## src/rtl/serial_add_ctrl.sv

```systemverilog
// Bit-serial adder controller: sequences one fa_vr over WIDTH cycles (LSB first)
// behind a start/busy/done handshake. Define SERIAL_ADD_SUB_EN to add the `sub` port (a - b).

module fa_vr (
  output logic sum,
  output logic carry,
  input  logic a,
  input  logic b,
  input  logic c_in
);
  assign sum   = a ^ b ^ c_in;
  assign carry = (a & b) | (c_in & (a ^ b));
endmodule

module serial_add_ctrl #(
  parameter int WIDTH = 8
) (
  input  logic             clk,
  input  logic             reset,
  input  logic             start,
  input  logic [WIDTH-1:0] a,
  input  logic [WIDTH-1:0] b,
  input  logic             c_in,
`ifdef SERIAL_ADD_SUB_EN
  input  logic             sub,
`endif
  output logic             busy,
  output logic             done,
  output logic [WIDTH-1:0] sum,
  output logic             c_out
);

  localparam int CW = $clog2(WIDTH);

  typedef enum logic [1:0] {
    IDLE,
    RUN,
    DONE
  } state_t;

  state_t           state, state_nxt;
  logic [WIDTH-1:0] sh_a, sh_b;
  logic [WIDTH-2:0] sh_r;
  logic             carry;
  logic [CW-1:0]    cnt;
  logic             fa_sum, fa_carry;
  logic [WIDTH-1:0] r_nxt;
  logic [WIDTH-1:0] b_load;
  logic             c_load;
  logic             last;

  // Subtraction is a + ~b + 1, so only the loaded operand and carry differ.
`ifdef SERIAL_ADD_SUB_EN
  assign b_load = sub ? ~b : b;
  assign c_load = sub ? 1'b1 : c_in;
`else
  assign b_load = b;
  assign c_load = c_in;
`endif

  fa_vr u_fa (
    .sum   (fa_sum),
    .carry (fa_carry),
    .a     (sh_a[0]),
    .b     (sh_b[0]),
    .c_in  (carry)
  );

  // Result bits enter at the MSB end; r_nxt is the full word once the last bit lands.
  assign r_nxt = {fa_sum, sh_r};
  assign last  = (cnt == CW'(WIDTH - 1));

  // NOTE: non-blocking assignments in clocked blocks so every register samples pre-edge values.
  always_ff @(posedge clk or posedge reset) begin
    if (reset) state <= IDLE;
    else       state <= state_nxt;
  end

  // NOTE: every output of this block gets a default first, so no path can infer a latch.
  always_comb begin
    state_nxt = state;
    busy      = 1'b0;
    done      = 1'b0;
    case (state)
      IDLE: if (start) state_nxt = RUN;
      RUN: begin
        busy = 1'b1;
        if (last) state_nxt = DONE;
      end
      DONE: begin
        done      = 1'b1;
        state_nxt = IDLE;
      end
      default: state_nxt = IDLE;
    endcase
  end

  always_ff @(posedge clk or posedge reset) begin
    if (reset) begin
      sh_a  <= '0;
      sh_b  <= '0;
      sh_r  <= '0;
      carry <= 1'b0;
      cnt   <= '0;
      sum   <= '0;
      c_out <= 1'b0;
    end else begin
      case (state)
        IDLE: begin
          if (start) begin
            sh_a  <= a;
            sh_b  <= b_load;
            carry <= c_load;
            cnt   <= '0;
          end
        end
        RUN: begin
          sh_r  <= r_nxt[WIDTH-1:1];
          carry <= fa_carry;
          sh_a  <= sh_a >> 1;
          sh_b  <= sh_b >> 1;
          cnt   <= cnt + 1'b1;
          if (last) begin
            sum   <= r_nxt;
            c_out <= fa_carry;
          end
        end
        default: ;
      endcase
    end
  end

endmodule

```

## config.mk

```make
export PLATFORM = sky130hd
export DESIGN_NAME = serial_add_ctrl
export DESIGN_NICKNAME = d
export VERILOG_FILES = /design/src/rtl/serial_add_ctrl.sv
export SDC_FILE = /design/constraint.sdc
export NUM_CORES = 1
export LEC_CHECK = 0
export ABC_AREA = 1
export CORE_ASPECT_RATIO = 1.2
export CORE_MARGIN = 4
export CORE_UTILIZATION = 45
export DETAILED_ROUTE_END_ITERATION = 6
export MAX_ROUTING_LAYER = met4
export PLACE_DENSITY = 0.69
export SYNTH_ARGS = -nofsm -noshare
export SYNTH_HDL_FRONTEND = slang
export SYNTH_SLANG_ARGS = --single-unit
```

## constraint.sdc

```tcl
create_clock -name clk -period 1.15 [get_ports clk]
set_input_delay 0.1725 -clock clk [delete_from_list [all_inputs] [get_ports clk]]
set_output_delay 0.1725 -clock clk [all_outputs]
set_load 0.05 [all_outputs]
```

# Word-level counts from Yosys, hierarchy flattened
# Cells that the tools add are included.
op_classes:
  reduce_logical: 5
  bitwise_logic: 5
  n_mux: 13
  add_sub_neg: 1
  n_eq_ne: 5
  n_lt_le_gt_ge: 0
  multipliers: 0
  shifts: 0
  div: 0
op_table:
  columns: ["operator", "n"]
  rows:
  - ["$pmux 8 s2", 2]
  - ["$mux 8", 2]
  - ["$pmux 3 s2", 1]
  - ["$reduce_and 2->1", 3]
  - ["$mux 2", 2]
  - ["$ne 2x2->1 const B", 2]
  - ["$pmux 2 s2", 1]
  - ["$add 3x1->3 const B", 1]
  - ["$eq 3x3->1 const B", 1]
  - ["$mux 1", 3]
  - ["$mux 3", 1]
  - ["$and 1x1->1", 2]
  - ["$eq 2x1->1 const B", 1]
  - ["$eq 2x2->1 const B", 1]
  - ["$logic_not 2->1", 1]
  - ["$pmux 1 s2", 1]
  - ["$reduce_bool 2->1", 1]
  - ["$xor 1x1->1", 2]
  - ["$or 1x1->1", 1]
word_totals:
  reg_bits: 38
  romBits: 0
  wordCells: 37
  mem_bits_rw: 0
  memories: 0
  output_inout_bits: 11
  in_bits: 20
  latch_bits: 0

# Depth between registers and ports, before layout
logic_depth:
  depth_word: 4
  mapped_depth: 7
  mapped_depth_nobuf: 6

# By module
# A second synthesis with hierarchy kept.
unflattened:
  hier_cells: 223
  area_unflattened_um2: 1853.0
modules_own_cells:
  columns: ["mod", "seq_area_each_um2", "instances", "cells_each", "area_each_um2"]
  rows:
  - ["serial_add_ctrl", 950.9, 1, 222, 1833.0]
  - ["fa_vr", 0.0, 1, 1, 20.0]

# Worst setup path after synthesis
# OpenSTA, ideal clock, no wires.
synth_timing:
  path_type: "register to output"
  startpoint: "register state[1]"
  endpoint: "output done"
  t_arrival_ps: 1386
  path_buffers: 2
  path_stages_with_launch: 5
  slack_ps: -408
  path_cell_list: "dfrtp_1 -> inv_1 -> buf_6 -> buf_2 -> nor2_1"
synth_via:
  elab_chain_cells: 2
synth_lines:
  columns: ["element", "line", "rtl"]
  rows:
  - ["start: declaration", "41", "state_t state, state_nxt;"]
  - ["start signal: assignment", "76", "else state <= state_nxt;"]
  - ["$eq 2x2->1", "84", "case (state)"]
  - ["$mux 1", "84", null]
  - ["end: declaration", "28", "output logic done,"]
# No other way between the ends.

# Worst setup path in the final report
layout_timing:
  startpoint: "register state[0]"
  endpoint: "register sh_a[6]"
layout_via:
  elab_chain_cells: 3
layout_lines:
  columns: ["element", "line", "rtl"]
  rows:
  - ["$eq 2x1->1 / $logic_not 2->1 (equally long branches)", "108", "case (state)"]
  - ["$reduce_bool 2->1 (no line) / $ne 2x2->1 (equally long branches)", null, null]
  - ["$reduce_and 2->1 (no line)", null, null]
  - ["end signal: assignment", "120", "sh_a <= sh_a >> 1;"]
  - ["end: declaration", "42", "logic [WIDTH-1:0] sh_a, sh_b;"]
# Several ways; a longest one is shown, not always the timed one.
# A chain may end at the register's enable or synchronous reset.

==> reports/metrics.yaml <==
status: "finished, violations left"
violations: "setup timing"
dp_hpwl_microns: 2730
fp.coreArea_sq_um: 3973
grtUsageTotal: 0.1850
area_growth_syn_to_layout_pct: 56.45
dieHeight_microns: 78.30
reg2reg_depth: 6
use_met3: 0.05722
io_buffers: 30
drc: 0
yosys_register_bits: 38
grt.busiest_layer: "met2"
routed_wl_microns: 4725
crit_slowest_cell: "dfrtp_2"
die-area_sq_um: 5213
ant_nets: 0
finalSetupViolCount: 30
first_global_vias: 1574
crit_fanout: 5
synth.area.top_cells: "dfrtp_1 51%, nand2_1 15%, inv_1 8.5%"
io_pins: 31
peakVddDrop_uv: 1919
cts_max_level: 2
fp-row-count: 25
max_freq_ghz: 0.7481
synth_cell_types: 18
worstPathCellList: "buf_6 -> buf_6 -> o21ai_4 -> clkbuf_16 -> nand2_2 -> nand2_1"
ys_seq_area_frac: 0.5132
worst_slack_ns: -0.1867
cts_made_buffers: 5
slowest_delay_ns: 0.44
nets: 309
p_leak_uw: 0.001519
syn_area_per_cell_sq_um: 8.310
fin_util: 0.7298
finalMaxSlewViolations: 0
hold_buffers: 0
timing.rr.end: "sh_a[6]"
yosys-top-cells-count: "72 x nand2_1, 42 x inv_1, 38 x dfrtp_1"
tightest_slew_ns: 0.2867
cp_data_required_time_ns: 1.39
p_per_area_nw_per_um2: 2959
drive_gt1_frac: 0.3728
min_period_ns: 1.337
clk_path_buf_depth: 2
crit_type: "register to register"
worstPathArrival_ns: 1.57
hold_violations: 0
drtIter0Drc: 153
grt_first_pass_wirelength_microns: 7134
synth_top_area_share: 0.5132
cp-end-kind: "register"
synth-edff-count: 0
r2r_start: "state[0]"
r2r_slack_ns: -0.19
synth_fp_nets: 246
rsz0062_at_grt: "yes"
grt_max_degree: 39
dr.pass1.iters: 4
whs_ns: 0.2204
cts_tree: "built"
via_per_inst: 4.754
clkLatencyLatePin_ns: 0.29
cts_root_buffer: "clkbuf_8"
netlist.top_cell.by_area: "dfrtp_1"
routabilityCongestion: 0.7512
grt_util_met1: 0.2258
startpoint_type: "register"
async_reset_ff_frac: 1.000
clock-sinks: 38
hold_path_class: "input pin to async pin"
pre_cts_slack_ns: -0.1382
met2_usage: 0.2937
start_util: 0.4665
finalSetupTns_ns: -3.729
cp_top_family: "buffers and inverters"
n_antenna_cell: 0
clk_pin_slew_ns: 0.08
vias: 1621
antenna_found_initial: 0
synthCells: 223
clock_skew_ns: 0.006681
period_share: 1.162
synth_ff_type: "dfrtp_1"
netlist_area_sq_um: 1853
yosysWarnings: 0
synth.most_common_cell: "nand2_1"
fp.dieW_microns: 66.58
overflow: 0
cp_num_buf_inv: 3
cp_common_cell: "buf_6"
cap_violations: 0
slew_headroom: 0.8082
post_drt_wl_per_cell_microns: 13.86
## flip-flops by register name (all words and copies together), names as in the netlist
| name | flops |
|---|---|
| cnt | 3 |
| sh_b | 8 |
| sum | 8 |
| sh_a | 8 |
| c_out | 1 |
| carry | 1 |
| sh_r | 7 |
| state | 2 |
## metal layers
| layer | vias up | part of all wire |
|---|---|---|
| met5 | - | 0 |
| met4 | 0 | 0.029 |
| met3 | 17 | 0.040 |
| met2 | 46 | 0.52 |
| met1 | 755 | 0.41 |
| li1 | 803 | - |
## area by class of cell
cell class / instances / area, sq um
fill: 313 / 1074
multi-input combinational: 132 / 818.3
timing repair buffer: 66 / 787.0
clock buffer: 6 / 72.57
clock inverter: 2 / 37.54
sequential: 38 / 952.2
tap: 54 / 67.56
inverter: 43 / 163.9
## cells in the final DEF, fill, tap and decap left out, drive strengths merged
cell type      instances
clkbuf                 8
ha                     2
fa                     1
a21oi                  1
dfrtp                 38
nor2                   3
bufinv                 1
clkdlybuf4s50         19
nand3                 31
buf                   45
inv                   43
o21ai                 19
nand2                 75
clkinvlp               1
## metrics by stage
step | cell area [sq um] | total power [uW] | instances
6_report | 2899 | 8579 | 341
5_1_grt | 2899 | 9135 | 341
4_1_cts | 2673 | 7799 | 333
3_5_place_dp | 2484 | 6413 | 322
3_3_place_gp | 2484 | 6311 | 322
2_1_floorplan | 1864 | 4775 | 223
## timing repair
item                                    4_1_cts  5_1_grt
setup buffers                                 3        6
endpoints found under the setup margin       16       39
gates cloned                                  0        3
resized for setup                            13       43
pin swaps                                     5       19
## report_power, final
part	internal [uW]	switching, uW
Combinational	2350	2560
Sequential	1980	570
Clock	647	481
Total	4970	3610
## tightest hold or removal path: stages
cell and delay (ns):
clkdlybuf4s50_1 0.40, inv_1 0.09, buf_12 0.23
## cells by family after synthesis
family	after synthesis	synth area share
compound gates	20	0.07833
fa+ha+maj	3	0.02431
buf+inv	53	0.1317
flops	38	0.5132
simple gates	109	0.2525
## worst max path at each step
stage / startpoint / endpoint / depth (start not counted) / slack [ns]
detailed placement: start / sh_b[1] / 6 / -0.14
floorplan: state[0] / sum[1] / 7 / -0.20
global route: state[0] / sh_a[6] / 6 / -0.24
global placement: start / sh_a[4] / 6 / -0.10
CTS: state[1] / done / 4 / -0.17
finish: state[0] / sh_a[6] / 6 / -0.19
No activity file was read; power rests on OpenSTA's default activity.
